==> src/rtl/apb_pkg.sv <==
// Shared types and constants for the APB byte-strobed memory slave.
// Imported by the FSM top and the storage array.
package apb_pkg;
   typedef enum logic [1:0] {IDLE, SETUP, WAIT, ACCESS} apb_state_e;

   localparam logic APB_OKAY = 1'b0;
   localparam logic APB_ERR  = 1'b1;

   // Number of low address bits that select a byte within a data word.
   function automatic int byte_shift(input int data_w);
      return $clog2(data_w / 8);
   endfunction
endpackage

==> src/rtl/apb_mem_array.sv <==
// Single-port word memory: byte-enable synchronous write, asynchronous read.
// Contents are never reset.
module apb_mem_array #(
   parameter int DATA_W = 32,
   parameter int DEPTH  = 64,
   parameter int IW     = 6
) (
   input  logic                  clk_i,
   input  logic                  we_i,
   input  logic [IW-1:0]         idx_i,
   input  logic [DATA_W/8-1:0]   strb_i,
   input  logic [DATA_W-1:0]     wdata_i,
   output logic [DATA_W-1:0]     rdata_o
);
   logic [DATA_W-1:0] mem_q [DEPTH];

   always_ff @(posedge clk_i) begin
      if (we_i) begin
         for (int i = 0; i < DATA_W / 8; i++) begin
            if (strb_i[i]) mem_q[idx_i][i*8 +: 8] <= wdata_i[i*8 +: 8];
         end
      end
   end

   assign rdata_o = mem_q[idx_i];
endmodule

==> src/rtl/apb_slave_mem.sv <==
// APB slave fronting a byte-strobed word memory with programmable wait states and error response.
// Responses are registered one cycle early so pready lands in transfer cycle WAIT_CYCLES+2.
module apb_slave_mem
   import apb_pkg::*;
#(
   parameter int ADDR_W      = 8,
   parameter int DATA_W      = 32,
   parameter int DEPTH       = 64,
   parameter int WAIT_CYCLES = 0
) (
   input  logic                  pclk,
   input  logic                  prst,
   input  logic [ADDR_W-1:0]     paddr,
   input  logic                  pwrite,
   input  logic                  psel,
   input  logic                  pen,
   input  logic [DATA_W-1:0]     pwdata,
   input  logic [DATA_W/8-1:0]   pstrb,
   output logic [DATA_W-1:0]     prdata,
   output logic                  pready,
   output logic                  pslverr
);
   localparam int SH = byte_shift(DATA_W);
   localparam int SW = DATA_W / 8;
   localparam int IW = (DEPTH > 1) ? $clog2(DEPTH) : 1;
   localparam logic [ADDR_W-1:0] LOW_MASK = ADDR_W'((1 << SH) - 1);
   localparam logic [3:0] WAIT_LOAD = 4'(WAIT_CYCLES - 2);

   apb_state_e          state_q;
   logic [3:0]          cnt_q;
   logic [IW-1:0]       idx_q;
   logic                write_q, err_q;
   logic [DATA_W-1:0]   wdata_q;
   logic [SW-1:0]       strb_q;
   logic                pready_q, pslverr_q;
   logic [DATA_W-1:0]   prdata_q;

   logic [ADDR_W-1:0]   word_d;
   logic                err_d, setup_d, done_d, mem_we;
   logic [IW-1:0]       mem_idx;
   logic [DATA_W-1:0]   mem_rdata;

   assign word_d  = paddr >> SH;
   assign err_d   = ((paddr & LOW_MASK) != '0) || (32'(word_d) >= 32'(DEPTH));
   assign setup_d = psel && !pen;
   assign done_d  = (state_q == ACCESS) && psel && pen;
   assign mem_we  = done_d && write_q && !err_q && !prst;
   // The array is read at the setup edge when there are no wait states, so steer it to the live address then.
   assign mem_idx = ((state_q == IDLE) || ((state_q == ACCESS) && !pen)) ? word_d[IW-1:0] : idx_q;

   apb_mem_array #(.DATA_W(DATA_W), .DEPTH(DEPTH), .IW(IW)) u_mem (
      .clk_i   (pclk),
      .we_i    (mem_we),
      .idx_i   (mem_idx),
      .strb_i  (strb_q),
      .wdata_i (wdata_q),
      .rdata_o (mem_rdata)
   );

   always_ff @(posedge pclk) begin
      if (prst) begin
         state_q   <= IDLE;
         cnt_q     <= '0;
         pready_q  <= 1'b0;
         pslverr_q <= 1'b0;
         prdata_q  <= '0;
      end else begin
         pready_q  <= 1'b0;
         pslverr_q <= 1'b0;
         prdata_q  <= '0;
         case (state_q)
            IDLE, ACCESS: begin
               if (setup_d) begin
                  idx_q   <= word_d[IW-1:0];
                  write_q <= pwrite;
                  err_q   <= err_d;
                  wdata_q <= pwdata;
                  strb_q  <= pstrb;
                  if (WAIT_CYCLES == 0) begin
                     state_q   <= ACCESS;
                     pready_q  <= 1'b1;
                     pslverr_q <= err_d ? APB_ERR : APB_OKAY;
                     prdata_q  <= (err_d || pwrite) ? '0 : mem_rdata;
                  end else begin
                     state_q <= SETUP;
                  end
               end else begin
                  state_q <= IDLE;
               end
            end
            SETUP: begin
               if (!psel) begin
                  state_q <= IDLE;
               end else if (WAIT_CYCLES <= 1) begin
                  state_q   <= ACCESS;
                  pready_q  <= 1'b1;
                  pslverr_q <= err_q ? APB_ERR : APB_OKAY;
                  prdata_q  <= (err_q || write_q) ? '0 : mem_rdata;
               end else begin
                  state_q <= WAIT;
                  cnt_q   <= WAIT_LOAD;
               end
            end
            WAIT: begin
               if (!psel) begin
                  state_q <= IDLE;
               end else if (cnt_q == '0) begin
                  state_q   <= ACCESS;
                  pready_q  <= 1'b1;
                  pslverr_q <= err_q ? APB_ERR : APB_OKAY;
                  prdata_q  <= (err_q || write_q) ? '0 : mem_rdata;
               end else begin
                  cnt_q <= cnt_q - 4'd1;
               end
            end
            default: state_q <= IDLE;
         endcase
      end
   end

   assign pready  = pready_q;
   assign pslverr = pslverr_q;
   assign prdata  = prdata_q;
endmodule

==> config.mk <==
export PLATFORM = sky130hd
export DESIGN_NAME = apb_slave_mem
export DESIGN_NICKNAME = d
export VERILOG_FILES = /design/src/rtl/apb_pkg.sv /design/src/rtl/apb_mem_array.sv /design/src/rtl/apb_slave_mem.sv
export SDC_FILE = /design/constraint.sdc
export NUM_CORES = 2
export LEC_CHECK = 0
export CAP_MARGIN = 10
export CORE_ASPECT_RATIO = 0.9
export CORE_UTILIZATION = 40
export CTS_BUF_LIST = sky130_fd_sc_hd__clkbuf_16
export DETAILED_ROUTE_END_ITERATION = 12
export SLEW_MARGIN = 20
export SYNTH_ARGS = -nofsm -noshare
export SYNTH_HDL_FRONTEND = slang
export SYNTH_SLANG_ARGS = --single-unit
==> constraint.sdc <==
create_clock -name pclk -period 2.7 [get_ports pclk]
set_clock_uncertainty 0.2 [all_clocks]
set_input_delay 0.405 -clock pclk [delete_from_list [all_inputs] [get_ports pclk]]
set_output_delay 0.405 -clock pclk [all_outputs]
set_load 0.02 [all_outputs]
==> reports/summary.md <==
* pin count of the biggest net entering global routing: 65
* average size of a mapped cell: 16.5 sq um
* time the worst path needs with I/O delays and setup: 2.99 ns
* number of register bits inferred by synthesis: 2126
* Post-Syn Instances: 4810
* effective utilization at floorplan: 40.4%
* total stage count of the critical path: 14
* Setup crit start kind: register
* number of global-route vias before repair: 51700
* CP bufs+invs: 8
* start of the worst register-to-register path: state_q[0]
* Hold Path Class: input pin to register
* area overhead of the layout relative to synthesis: 36.0%
* first-pass GRT wire length: 378000 um
* FFs w/ async S/R, synth: 0%
* clock buffer depth: 3
* worst-case reg-to-reg path depth: 14
* GR Util All Layers: 26.3%
* number of endpoints with negative hold slack in the final report: 0
* PortBufs: 82
* Sequential cell area: 63500 sq um
* initial antenna violation count: 3
* minimum hold slack: 0.0537 ns
* longest individual stage delay on the worst path: 0.40 ns
* CP Data Arrival Time: 3.59 ns
* total power draw: 69.4 mW
* final setup violation count: 1017
* number of routed nets with antenna violations: 0
* startpoint of the worst setup timing path: state_q[0]
* required time at the endpoint of the critical path: 3.30 ns
* LEAKAGE: 36.3 nW
* final critical-path setup slack: -0.288 ns
* CP max stage cell: sky130_fd_sc_hd__nor4_1
* num ports: 83
* number of levels the H-tree was split into: 4
* worst reg-to-reg setup slack: -0.29 ns
* number of fill cells: 15000
* count of flip-flops with a built-in enable after synthesis: 2092
* clock root buffer: sky130_fd_sc_hd__clkbuf_16
* destination of the worst register-to-register timing path: prdata[7]
* cell row count: 154
* initial drt markers: 7626
* Post-Route WL: 272000 um
* part of the Yosys area used for sequential elements: 80.2%
* remaining global-route overflow: 0
* total via count in the routed design: 53800
* post-synth net total: 4859
* width of the die: 471 um
* clock transition at the registers of the reported paths: 0.06 ns
* kind of end point of the critical path: register
* highest net fanout along the worst path: 8
* CTS buffer count: 200
* share of the clock period used by the worst path: 111%
* first-pass iteration count of the detailed router: 5
* CP endpoint: prdata[7]
* upper clock frequency limit: 0.335 GHz
* gp weighted congestion: 0.877
* routed length per instance: 30.5 um
* CP most frequent cell: sky130_fd_sc_hd__buf_4
* total count of max-transition violations in the final report: 0
* fraction of final layout cells sized beyond drive strength 1: 34.9%
* Max-Cap Viols: 0
* overall die area: 200000 sq um
* largest delay contributor family on the critical path: buffers and inverters
* dominant synthesized flop cell: sky130_fd_sc_hd__edfxtp_1
* Vias/cell: 6.05
* pwr dens: 644 nW/um^2
* result of the run: finished, violations left
* setup repair after global routing missed its margin: true
* critical path, cell by cell: buf_6 > nor4bb_4 > buf_4 > o211ai_4 > buf_12 > buf_8 > buf_16 > buf_6 > buf_4 > o22ai_1 > nor4_1 > o22ai_1 > nor4_2 > buf_4
* chip height: 424 um
* Least-Margin Pin Slew: 0.854 ns
* Detailed Place HPWL: 165000 um
* violations in the final reports: negative setup slack
* total area of multi-input combinational cells: 18500 sq um
* Clock Latency Late Sink: 0.86 ns
* TritonCTS clock tree: yes
* peak ir drop on the vdd network: 0.580 mV
* number of warnings printed during yosys synthesis: 0
* netlist area before placement: 79200 sq um
* final core utilization: 54.9%
* post-route DRC violation count: 0
* CP Class: register to register
* clk sink count: 2126
* core footprint: 196000 sq um
* count of cell types in the netlist: 84
* net count reported at finish: 6195
* Max-slew headroom: 43.0%
[worst min-delay path by stage]
| stage | from | endpoint | slack [ns] | cells past startpoint |
|---|---|---|---|---|
| floorplan | paddr[2] | idx_q[0] | 0.30 | 0 |
| global placement | u_mem.mem_q[13][31] | prdata[31] | 0.53 | 4 |
| detailed placement | u_mem.mem_q[13][31] | prdata[31] | 0.55 | 4 |
| CTS | pwrite | write_q | 0.004 | 1 |
| global route | pwrite | write_q | 0.02 | 1 |
| finish | pwrite | write_q | 0.05 | 1 |
[repair_timing]
action | in CTS | in global routing
cloned | 21 | 8
resized for setup | 595 | 645
hold buffers | 36 | 0
hold endpoints to repair | 36 | 0
pin swaps | 135 | 208
setup endpoints to repair | 2009 | 1794
buffers inserted | 125 | 84
[flip-flops by register name, summed over array words and instances, names as in the netlist]
name         flops
strb_q           4
u_mem.mem_q   2048
state_q          1
wdata_q         32
idx_q            6
write_q          1
pslverr          1
err_q            1
prdata          32
[cells in the mapped netlist (all sizes together) (6+ instances only)]
library cell | count | share of area [%]
edfxtp | 2092 | 79
o22ai | 540 | 4.3
nand2 | 480 | 2.3
nor2 | 374 | 1.8
buf | 244 | 1.7
mux2i | 115 | 1.5
o221ai | 99 | 1.1
nand3 | 97 | 0.62
nor3 | 79 | 0.50
clkbuf | 78 | 0.37
a32o | 65 | 0.82
nor4 | 52 | 0.42
o21ai | 48 | 0.31
o31ai | 45 | 0.43
a21oi | 34 | 0.21
dfxtp | 34 | 0.86
a31oi | 28 | 0.22
a32oi | 28 | 0.31
a211oi | 20 | 0.20
o2111ai | 18 | 0.20
o22a | 18 | 0.20
o32a | 18 | 0.23
and3 | 16 | 0.13
o41ai | 16 | 0.19
o31a | 15 | 0.17
o21a | 14 | 0.13
a41o | 12 | 0.15
a2111oi | 11 | 0.15
and2 | 9 | 0.074
a221oi | 8 | 0.088
a22oi | 8 | 0.076
a22o | 6 | 0.066
nand4 | 6 | 0.047
nor4b | 6 | 0.082
or4 | 6 | 0.057
[layout make-up]
| type | instances | area share [%] |
|---|---|---|
| sequential | 2126 | 58.9 |
| multi-input combinational | 2361 | 17.2 |
| timing repair buffer | 1454 | 15.1 |
| clock buffer | 204 | 4.74 |
| tap | 2574 | 2.99 |
| clock inverter | 170 | 1.05 |
| inverter | 3 | 0.0128 |
| antenna | 3 | 0.00697 |
[per-layer routing]
metal	vias up	track usage, %	part of all wire (%)
li1	22200	-	-
met1	27500	37.4	39
met2	3620	40.9	46
met3	485	4.95	11
met4	4	8.56	3.3
met5	-	0	0.0099
[power breakdown]
group / switching (mW) / internal, mW
Sequential: 0.0214 / 36.2
Clock: 12.3 / 15.0
Combinational: 3.53 / 2.44
Total: 15.8 / 53.6
[layout by cell type, fill, tap and decap left out, drive strengths merged, types with 8 or more instances in the layout]
master | netlist | layout
o21ai | 48 | 48
o41ai | 16 | 16
inv | 3 | 65
a2111oi | 11 | 11
nor4 | 52 | 52
edfxtp | 2092 | 2092
a41o | 12 | 12
a32oi | 28 | 28
buf | 244 | 1323
clkbuf | 78 | 212
a21oi | 34 | 34
dlygate4sd3 | 0 | 36
o221ai | 99 | 99
nor2 | 374 | 374
a32o | 65 | 65
a221oi | 8 | 8
o22a | 18 | 18
and3 | 16 | 16
clkdlybuf4s50 | 0 | 81
mux2i | 115 | 115
and2 | 9 | 9
o32a | 18 | 18
clkinv | 0 | 91
o2111ai | 18 | 18
a31oi | 28 | 28
nand2 | 480 | 482
o22ai | 540 | 540
dfxtp | 34 | 34
a22oi | 8 | 8
o21a | 14 | 14
nor3 | 79 | 79
bufinv | 0 | 14
o31a | 15 | 15
o31ai | 45 | 45
nand3 | 97 | 97
a211oi | 20 | 20
[per-stage QoR]
step,cells,instance area (sq um),setup TNS [ns],worst slack (ns)
global placement,8262,92900,-1793.72,-1.56
floorplan,4810,79400,-423.07,-0.224
global route,8892,108000,-126.71,-0.394
CTS,8813,104000,-8.84,-0.239
finish,8895,108000,-91.12,-0.288
detailed placement,8263,92900,-1600.30,-1.33
[cell families after synthesis]
group | Yosys count | synth area share, %
buffers and inverters | 325 | 2.12
AOI/OAI and AO/OA | 1089 | 9.94
and+or+nand+nor | 1154 | 6.29
muxes | 116 | 1.47
DFF | 2126 | 80.2
Note: power is estimated with default switching activity, not from simulation.
